`src/rtl/osc_phase_sequencer_if.sv`:
```
// Bus bundle for osc_phase_sequencer: tick strobe, voice config writes,
// shared-LUT request/response, mixed-sample output and status.
interface osc_phase_sequencer_if #(
  parameter int VOICE_W = 2,
  parameter int PHASE_W = 32
);
  // No back-pressure anywhere: sample_tick and cfg_we are single-cycle strobes
  // taken at the edge they are high; sample_valid is a one-cycle pulse that the
  // consumer must capture in that cycle; lut_value answers lut_index/lut_wave
  // combinationally within the same cycle.
  logic                sample_tick;
  logic                cfg_we;
  logic [VOICE_W-1:0]  cfg_voice;
  logic [PHASE_W-1:0]  cfg_incr;
  logic [1:0]          cfg_wave;
  logic                cfg_en;
  logic [15:0]         lut_index;
  logic [1:0]          lut_wave;
  logic [15:0]         lut_value;
  logic [15:0]         sample_out;
  logic                sample_valid;
  logic                busy;
  logic                overrun;
  logic [1:0]          dbg_state;

  modport master (
    output sample_tick, cfg_we, cfg_voice, cfg_incr, cfg_wave, cfg_en, lut_value,
    input  lut_index, lut_wave, sample_out, sample_valid, busy, overrun, dbg_state
  );

  modport slave (
    input  sample_tick, cfg_we, cfg_voice, cfg_incr, cfg_wave, cfg_en, lut_value,
    output lut_index, lut_wave, sample_out, sample_valid, busy, overrun, dbg_state
  );
endinterface

```
`src/rtl/osc_phase_sequencer.sv`:
```
// Time-multiplexed multi-voice NCO: per sample tick, issues each voice's LUT
// index, sums the returned samples and emits one saturated mixed sample.
module osc_phase_sequencer #(
  parameter int NUM_VOICES = 4,
  parameter int VOICE_W    = 2,
  parameter int PHASE_W    = 32
) (
  input logic                  clock,
  input logic                  reset,
  osc_phase_sequencer_if.slave bus
);
  localparam int AW = 16 + VOICE_W;
  localparam logic signed [AW-1:0] ACC_MAX = AW'(32767);
  localparam logic signed [AW-1:0] ACC_MIN = -ACC_MAX;

  typedef enum logic [1:0] {S_IDLE, S_ISSUE, S_DRAIN, S_OUT} state_t;

  state_t                  r_state, w_state_next;
  logic [VOICE_W-1:0]      r_voice;
  logic [PHASE_W-1:0]      r_phase [NUM_VOICES];
  logic [PHASE_W-1:0]      r_incr  [NUM_VOICES];
  logic [1:0]              r_wave  [NUM_VOICES];
  logic [NUM_VOICES-1:0]   r_en;
  logic                    r_tag;
  logic signed [AW-1:0]    r_acc;
  logic [15:0]             r_lut_index;
  logic [1:0]              r_lut_wave;
  logic [15:0]             r_sample_out;
  logic                    r_sample_valid;
  logic                    r_overrun;

  logic                    w_issue;
  logic                    w_last;
  logic                    w_accum;
  logic signed [AW-1:0]    w_lut_ext;
  logic signed [AW-1:0]    w_acc_next;
  logic [15:0]             w_sat;

  assign w_issue    = (r_state == S_ISSUE);
  assign w_last     = (r_voice == VOICE_W'(NUM_VOICES - 1));
  // The LUT answers the index registered one cycle earlier, so accumulation
  // trails issue by one slot and finishes in DRAIN.
  assign w_accum    = (w_issue && (r_voice != '0)) || (r_state == S_DRAIN);
  assign w_lut_ext  = {{VOICE_W{bus.lut_value[15]}}, bus.lut_value};
  assign w_acc_next = r_acc + (r_tag ? w_lut_ext : '0);
  assign w_sat      = (w_acc_next > ACC_MAX) ? 16'h7FFF :
                      (w_acc_next < ACC_MIN) ? 16'h8001 : w_acc_next[15:0];

  always_comb begin
    w_state_next = r_state;
    case (r_state)
      S_IDLE:  if (bus.sample_tick) w_state_next = S_ISSUE;
      S_ISSUE: if (w_last) w_state_next = S_DRAIN;
      S_DRAIN: w_state_next = S_OUT;
      S_OUT:   w_state_next = S_IDLE;
      default: w_state_next = S_IDLE;
    endcase
  end

  always_ff @(posedge clock) begin
    if (reset) begin
      r_state        <= S_IDLE;
      r_voice        <= '0;
      r_tag          <= 1'b0;
      r_acc          <= '0;
      r_lut_index    <= '0;
      r_lut_wave     <= '0;
      r_sample_out   <= '0;
      r_sample_valid <= 1'b0;
      r_overrun      <= 1'b0;
      r_en           <= '0;
      for (int i = 0; i < NUM_VOICES; i++) begin
        r_phase[i] <= '0;
        r_incr[i]  <= '0;
        r_wave[i]  <= '0;
      end
    end else begin
      r_state        <= w_state_next;
      r_sample_valid <= 1'b0;
      if (bus.sample_tick && (r_state != S_IDLE)) r_overrun <= 1'b1;
      if ((r_state == S_IDLE) && bus.sample_tick) begin
        r_voice <= '0;
        r_acc   <= '0;
      end
      if (w_issue) begin
        r_lut_index <= r_phase[r_voice][PHASE_W-1 -: 16];
        r_lut_wave  <= r_wave[r_voice];
        r_tag       <= r_en[r_voice] && (r_wave[r_voice] != 2'd3);
        r_voice     <= r_voice + 1'b1;
      end
      if (w_accum) r_acc <= w_acc_next;
      if (r_state == S_DRAIN) begin
        r_sample_out   <= w_sat;
        r_sample_valid <= 1'b1;
      end
      for (int i = 0; i < NUM_VOICES; i++) begin
        if (bus.cfg_we && (bus.cfg_voice == VOICE_W'(i))) begin
          r_incr[i] <= bus.cfg_incr;
          r_wave[i] <= bus.cfg_wave;
          r_en[i]   <= bus.cfg_en;
        end
        // Enabling a voice restarts it at phase 0, even over its own issue step.
        if (bus.cfg_we && (bus.cfg_voice == VOICE_W'(i)) && bus.cfg_en && !r_en[i])
          r_phase[i] <= '0;
        else if (w_issue && (r_voice == VOICE_W'(i)) && r_en[i])
          r_phase[i] <= r_phase[i] + r_incr[i];
      end
    end
  end

  assign bus.lut_index    = r_lut_index;
  assign bus.lut_wave     = r_lut_wave;
  assign bus.sample_out   = r_sample_out;
  assign bus.sample_valid = r_sample_valid;
  assign bus.busy         = (r_state == S_ISSUE) || (r_state == S_DRAIN);
  assign bus.overrun      = r_overrun;
  assign bus.dbg_state    = r_state;
endmodule

```
`src/flat_wrapper.sv`:
```
// flat-port wrapper written by rule: the top's interface ports become plain ports
module osc_phase_sequencer_flat 
#(
  parameter int NUM_VOICES = 4,
  parameter int VOICE_W    = 2,
  parameter int PHASE_W    = 32
)
  (clock, reset, bus_sample_tick, bus_cfg_we, bus_cfg_voice, bus_cfg_incr, bus_cfg_wave, bus_cfg_en, bus_lut_value, bus_lut_index, bus_lut_wave, bus_sample_out, bus_sample_valid, bus_busy, bus_overrun, bus_dbg_state);
  osc_phase_sequencer_if #(.VOICE_W(VOICE_W), .PHASE_W(PHASE_W)) bus_i ();
  input logic clock;
  input logic reset;
  input wire logic [$bits(bus_i.sample_tick)-1:0] bus_sample_tick;
  input wire logic [$bits(bus_i.cfg_we)-1:0] bus_cfg_we;
  input wire logic [$bits(bus_i.cfg_voice)-1:0] bus_cfg_voice;
  input wire logic [$bits(bus_i.cfg_incr)-1:0] bus_cfg_incr;
  input wire logic [$bits(bus_i.cfg_wave)-1:0] bus_cfg_wave;
  input wire logic [$bits(bus_i.cfg_en)-1:0] bus_cfg_en;
  input wire logic [$bits(bus_i.lut_value)-1:0] bus_lut_value;
  output wire logic [$bits(bus_i.lut_index)-1:0] bus_lut_index;
  output wire logic [$bits(bus_i.lut_wave)-1:0] bus_lut_wave;
  output wire logic [$bits(bus_i.sample_out)-1:0] bus_sample_out;
  output wire logic [$bits(bus_i.sample_valid)-1:0] bus_sample_valid;
  output wire logic [$bits(bus_i.busy)-1:0] bus_busy;
  output wire logic [$bits(bus_i.overrun)-1:0] bus_overrun;
  output wire logic [$bits(bus_i.dbg_state)-1:0] bus_dbg_state;
  assign bus_i.sample_tick = bus_sample_tick;
  assign bus_i.cfg_we = bus_cfg_we;
  assign bus_i.cfg_voice = bus_cfg_voice;
  assign bus_i.cfg_incr = bus_cfg_incr;
  assign bus_i.cfg_wave = bus_cfg_wave;
  assign bus_i.cfg_en = bus_cfg_en;
  assign bus_i.lut_value = bus_lut_value;
  assign bus_lut_index = bus_i.lut_index;
  assign bus_lut_wave = bus_i.lut_wave;
  assign bus_sample_out = bus_i.sample_out;
  assign bus_sample_valid = bus_i.sample_valid;
  assign bus_busy = bus_i.busy;
  assign bus_overrun = bus_i.overrun;
  assign bus_dbg_state = bus_i.dbg_state;
  osc_phase_sequencer #(.NUM_VOICES(NUM_VOICES), .VOICE_W(VOICE_W), .PHASE_W(PHASE_W)) u_core (.clock(clock), .reset(reset), .bus(bus_i));
endmodule
```
`config.mk`:
```
export PLATFORM = sky130hd
export DESIGN_NAME = osc_phase_sequencer_flat
export DESIGN_NICKNAME = d
export VERILOG_FILES = /design/src/rtl/osc_phase_sequencer_if.sv /design/src/rtl/osc_phase_sequencer.sv /design/src/flat_wrapper.sv
export SDC_FILE = /design/constraint.sdc
export NUM_CORES = 1
export LEC_CHECK = 0
export ABC_AREA = 1
export BUFFER_PORTS_ARGS = -buffer_cell sky130_fd_sc_hd__clkbuf_2
export CAP_MARGIN = 30
export CORE_UTILIZATION = 55
export CTS_BUF_LIST = sky130_fd_sc_hd__clkbuf_8
export CTS_CLUSTER_SIZE = 14
export DETAILED_ROUTE_END_ITERATION = 16
export PLACE_DENSITY = 0.79
export SLEW_MARGIN = 20
export SYNTH_ARGS = -nofsm -noshare
export SYNTH_HDL_FRONTEND = slang
export SYNTH_SLANG_ARGS = --single-unit
export TNS_END_PERCENT = 1
```
`constraint.sdc`:
```
create_clock -name clock -period 6.4 [get_ports clock]
set_input_delay 0 -clock clock [delete_from_list [all_inputs] [get_ports clock]]
set_output_delay 0 -clock clock [all_outputs]
set_load 0.005 [all_outputs]
```
==> results.yml <==
power:
  finalPower_w: 0.006152
  p_sw_w: 0.002034
  combPwrFrac_pct: 24.3
  clkPwrFrac_pct: 32.3
  seqPwrFrac_pct: 43.3
  switching_share_pct: 33.07
  power_density_nw_per_um2: 264.5
  ir_worst_vdd_mv: 0.1857
  p_int_w: 0.004118
  p_leak_nw: 10.80
sta:
  fmax_mhz: 252.9
  period_minus_slack_ps: 3954
  final.period_utilization_pct: 61.77
  finalHoldViolations: 0
  final.setup_skew_ps: 30.62
  fin_setup_tns_ps: 0
  rsz0062_at_grt: "no"
  slew_viol_final: 0
  timing.final.ws_setup_ps: 2447
  fin_worst_hold_slack_ps: 78.28
  finalSetupViolCount: 0
  worstMarginPinSlew_ps: 856.6
  max-slew-margin-rel_pct: 42.54
placed_design:
  globalplace.congestion: 0.9946
  hpwl_um: 45950
  port_buffers: 95
  post-place-ws_ps: 2444
clock_network:
  ctsHoldBuffers: 45
  cts.sinks: 329
  h-tree-depth: 2
  cts_setup_buffers: 0
  insertion_delay_ps: 650
  root_buffer: "clkbuf_8"
  postCtsResizedCells: 0
  cts.clk_slew.worst_paths_ps: 70
  cts_tree: "yes"
  ctsLongestPathBuffers: 3
  cts_made_buffers: 55
critical_path:
  setup.worst_path.start: "u_core.bus.dbg_state[1]$_SDFFE_PP0P_"
  r2r_end: "u_core.r_phase[1][13]$_SDFFCE_PN0P_"
  cp-start-kind: "flip-flop"
  ff2ff_path_depth: 8
  cp-end-kind: "flip-flop"
  cp.required_ps: 6880
  worstPathArrival_ps: 4430
  cp_max_fo: 23
  crit_type: "reg -> reg"
  r2r_setup_slack_ps: 2450
  r2r_start: "u_core.bus.dbg_state[1]$_SDFFE_PP0P_"
grt:
  grt_max_degree: 52
  grt_usage_pct: 31.84
  grt_overflow_total: 0
  grt_pass1_vias: 17730
  antenna_found_initial: 1
  grt_pass1_wl_um: 94420
synthesis:
  ys_types: 52
  yosys_warnings: 0
  async_reset_ff_share_pct: 0
  syn_nets: 2803
  yosysSeqAreaShare_pct: 44.64
  synth_edf_count: 264
  synth.ff_latch_count: 329
  synth_area_um2: 20670
  syn_area_per_cell_um2: 7.972
  synth_cells: 2593
  synth_flop_cell: "edfxtp_1"
final_layout:
  diodes: 0
  utilization_pct: 63.24
  layout.nets: 2964
  area_delta_synth_final_pct: 12.53
  fill_cells: 3231
  drive_gt1_share_pct: 8.342
min_path:
  hold_start: "bus_lut_value[2]"
  min_delay_path_depth: 7
  min_to: "u_core.r_acc[2]$_SDFFE_PP0P_"
  hp-class: "in -> reg"
die:
  pin_count: 96
  rows: 70
  core_area_um2: 36790
  die_area_um2: 38370
  start_util_pct: 56.20
  die_w_um: 195.9
  die_h_um: 195.9
routing:
  vias_per_cell: 5.788
  wirelength_um: 60830
  dr.pass1.iters: 6
  via_count: 18880
  wire_per_inst_um: 18.65
  antenna_left: 0
  first_iter_violations: 1916
  drc: 0
outcome:
  status: "finished, final reports clean"
job:
  cap_violations: 0
==> registers in the layout (all words and copies together) (netlist names), 4 cells and up, named ones only <==
| signal | count |
|---|---|
| u_core.r_incr | 128 |
| u_core.r_en | 4 |
| u_core.r_wave | 8 |
| u_core.r_acc | 18 |
| u_core.r_phase | 128 |
| u_core.bus.sample_out | 16 |
| u_core.bus.lut_index | 16 |
==> cell families (layout without fill, tap and decap cells) <==
| logic type | after synthesis | count (layout) | synth area share (%) |
|---|---|---|---|
| flip-flops | 329 | 329 | 44.64 |
| AND/OR/NAND/NOR | 1068 | 1068 | 21.09 |
| buffers and inverters | 410 | 610 | 7.481 |
| XOR/XNOR | 13 | 13 | 0.5508 |
| AO/OA/AOI/OAI | 620 | 620 | 16.79 |
| adder cells (fa/ha/maj) | 153 | 153 | 9.442 |
==> synth_stat cells, types with 13 or more instances <==
cell type,number,area [um2]
edfxtp_1,264,7928
nand2_1,463,1738
nand3_1,75,375.4
o21a_1,28,210.2
o21ai_0,188,940.9
inv_1,351,1318
a21oi_1,270,1351
o22ai_1,20,125.1
o21bai_1,16,120.1
ha_1,148,1852
nor2_1,422,1584
clkbuf_1,52,195.2
or2_2,15,93.84
o21ai_1,13,65.06
nor3_1,31,155.2
nand4_1,30,187.7
dfxtp_1,65,1301
a21o_1,18,135.1
a31oi_1,17,106.4
==> cells in the final DEF (no fill, tap or decap), types with 3 or more instances in the layout <==
cell / netlist / layout
inv_1: 351 / 362
clkbuf_8: 0 / 60
nor2_1: 422 / 422
a221oi_1: 12 / 12
nor3_1: 31 / 31
o21a_1: 28 / 28
fa_1: 5 / 5
nand3b_1: 7 / 7
buf_4: 0 / 15
clkinv_1: 1 / 9
nand2_1: 463 / 463
dfxtp_1: 65 / 65
edfxtp_1: 264 / 264
o22ai_1: 20 / 20
o21bai_1: 16 / 16
xor2_1: 7 / 7
a31oi_1: 17 / 17
nand2_2: 8 / 8
a21o_1: 18 / 18
nand3_1: 75 / 75
dlygate4sd3_1: 0 / 45
clkinv_2: 0 / 8
nand3_2: 3 / 3
clkbuf_2: 0 / 95
nand4_1: 30 / 30
o31ai_1: 3 / 3
nor4_1: 4 / 4
a21oi_1: 270 / 270
o21ai_1: 13 / 12
a21boi_0: 9 / 9
o21ai_2: 5 / 6
inv_2: 5 / 5
bufinv_16: 0 / 6
nor2_2: 3 / 3
or2_2: 15 / 15
ha_1: 148 / 148
xnor2_1: 6 / 6
o211ai_1: 7 / 7
o21ai_0: 188 / 188
==> layout make-up <==
cell class | instances | area [um2] | area share (%)
Multi-Input combinational cell | 1854 | 9901 | 42.56
Tap cell | 468 | 585.6 | 2.517
Inverter | 357 | 1340 | 5.761
Clock buffer | 60 | 825.8 | 3.550
Timing Repair Buffer | 157 | 1069 | 4.593
Clock inverter | 36 | 312.8 | 1.345
Sequential cell | 329 | 9229 | 39.67
==> stage by stage <==
stage	cell area, um2	cells
after floorplan	20670	2593
after global placement	21630	3117
after detailed placement	21660	3119
after CTS	23250	3260
after global routing	23260	3261
final	23260	3261
==> how the worst max path moves through the flow <==
stage | end | cells past startpoint | slack [ps]
CTS | u_core.r_acc[16]$_SDFFE_PP0P_ | 7 | 2410
global placement | u_core.r_acc[11]$_SDFFE_PP0P_ | 6 | 1990
global route | u_core.r_phase[1][13]$_SDFFCE_PN0P_ | 8 | 2130
detailed placement | u_core.r_acc[16]$_SDFFE_PP0P_ | 7 | 2440
floorplan | u_core.r_phase[0][0]$_SDFFCE_PN0P_ | 7 | 3340
finish | u_core.r_phase[1][13]$_SDFFCE_PN0P_ | 8 | 2450
==> power by group through the flow <==
stage | Sequential (W) | Combinational [W] | Clock (W)
final | 0.00267 | 0.00150 | 0.00199
after global routing | 0.00268 | 0.00167 | 0.00210
after CTS | 0.00267 | 0.00145 | 0.00202
after detailed placement | 0.00271 | 0.00142 | 0
after global placement | 0.00270 | 0.00138 | 0
after floorplan | 0.00264 | 0.00100 | 0
==> critical path, cell delays in order (launching register included) <==
cell and delay (ps):
dfxtp_1 330, inv_1 110, ha_1 620, inv_1 510, nor2_1 400, nand3_1 590, inv_1 820, o21ai_0 220
a21oi_1 180
==> per-layer routing <==
metal  global-route usage [%]  wire length, um
met4                    12.85             2371
met1                    43.57            26360
met5                        0                0
met3                    5.690             5208
met2                    50.11            26890
(Power assumes the default switching activity.)
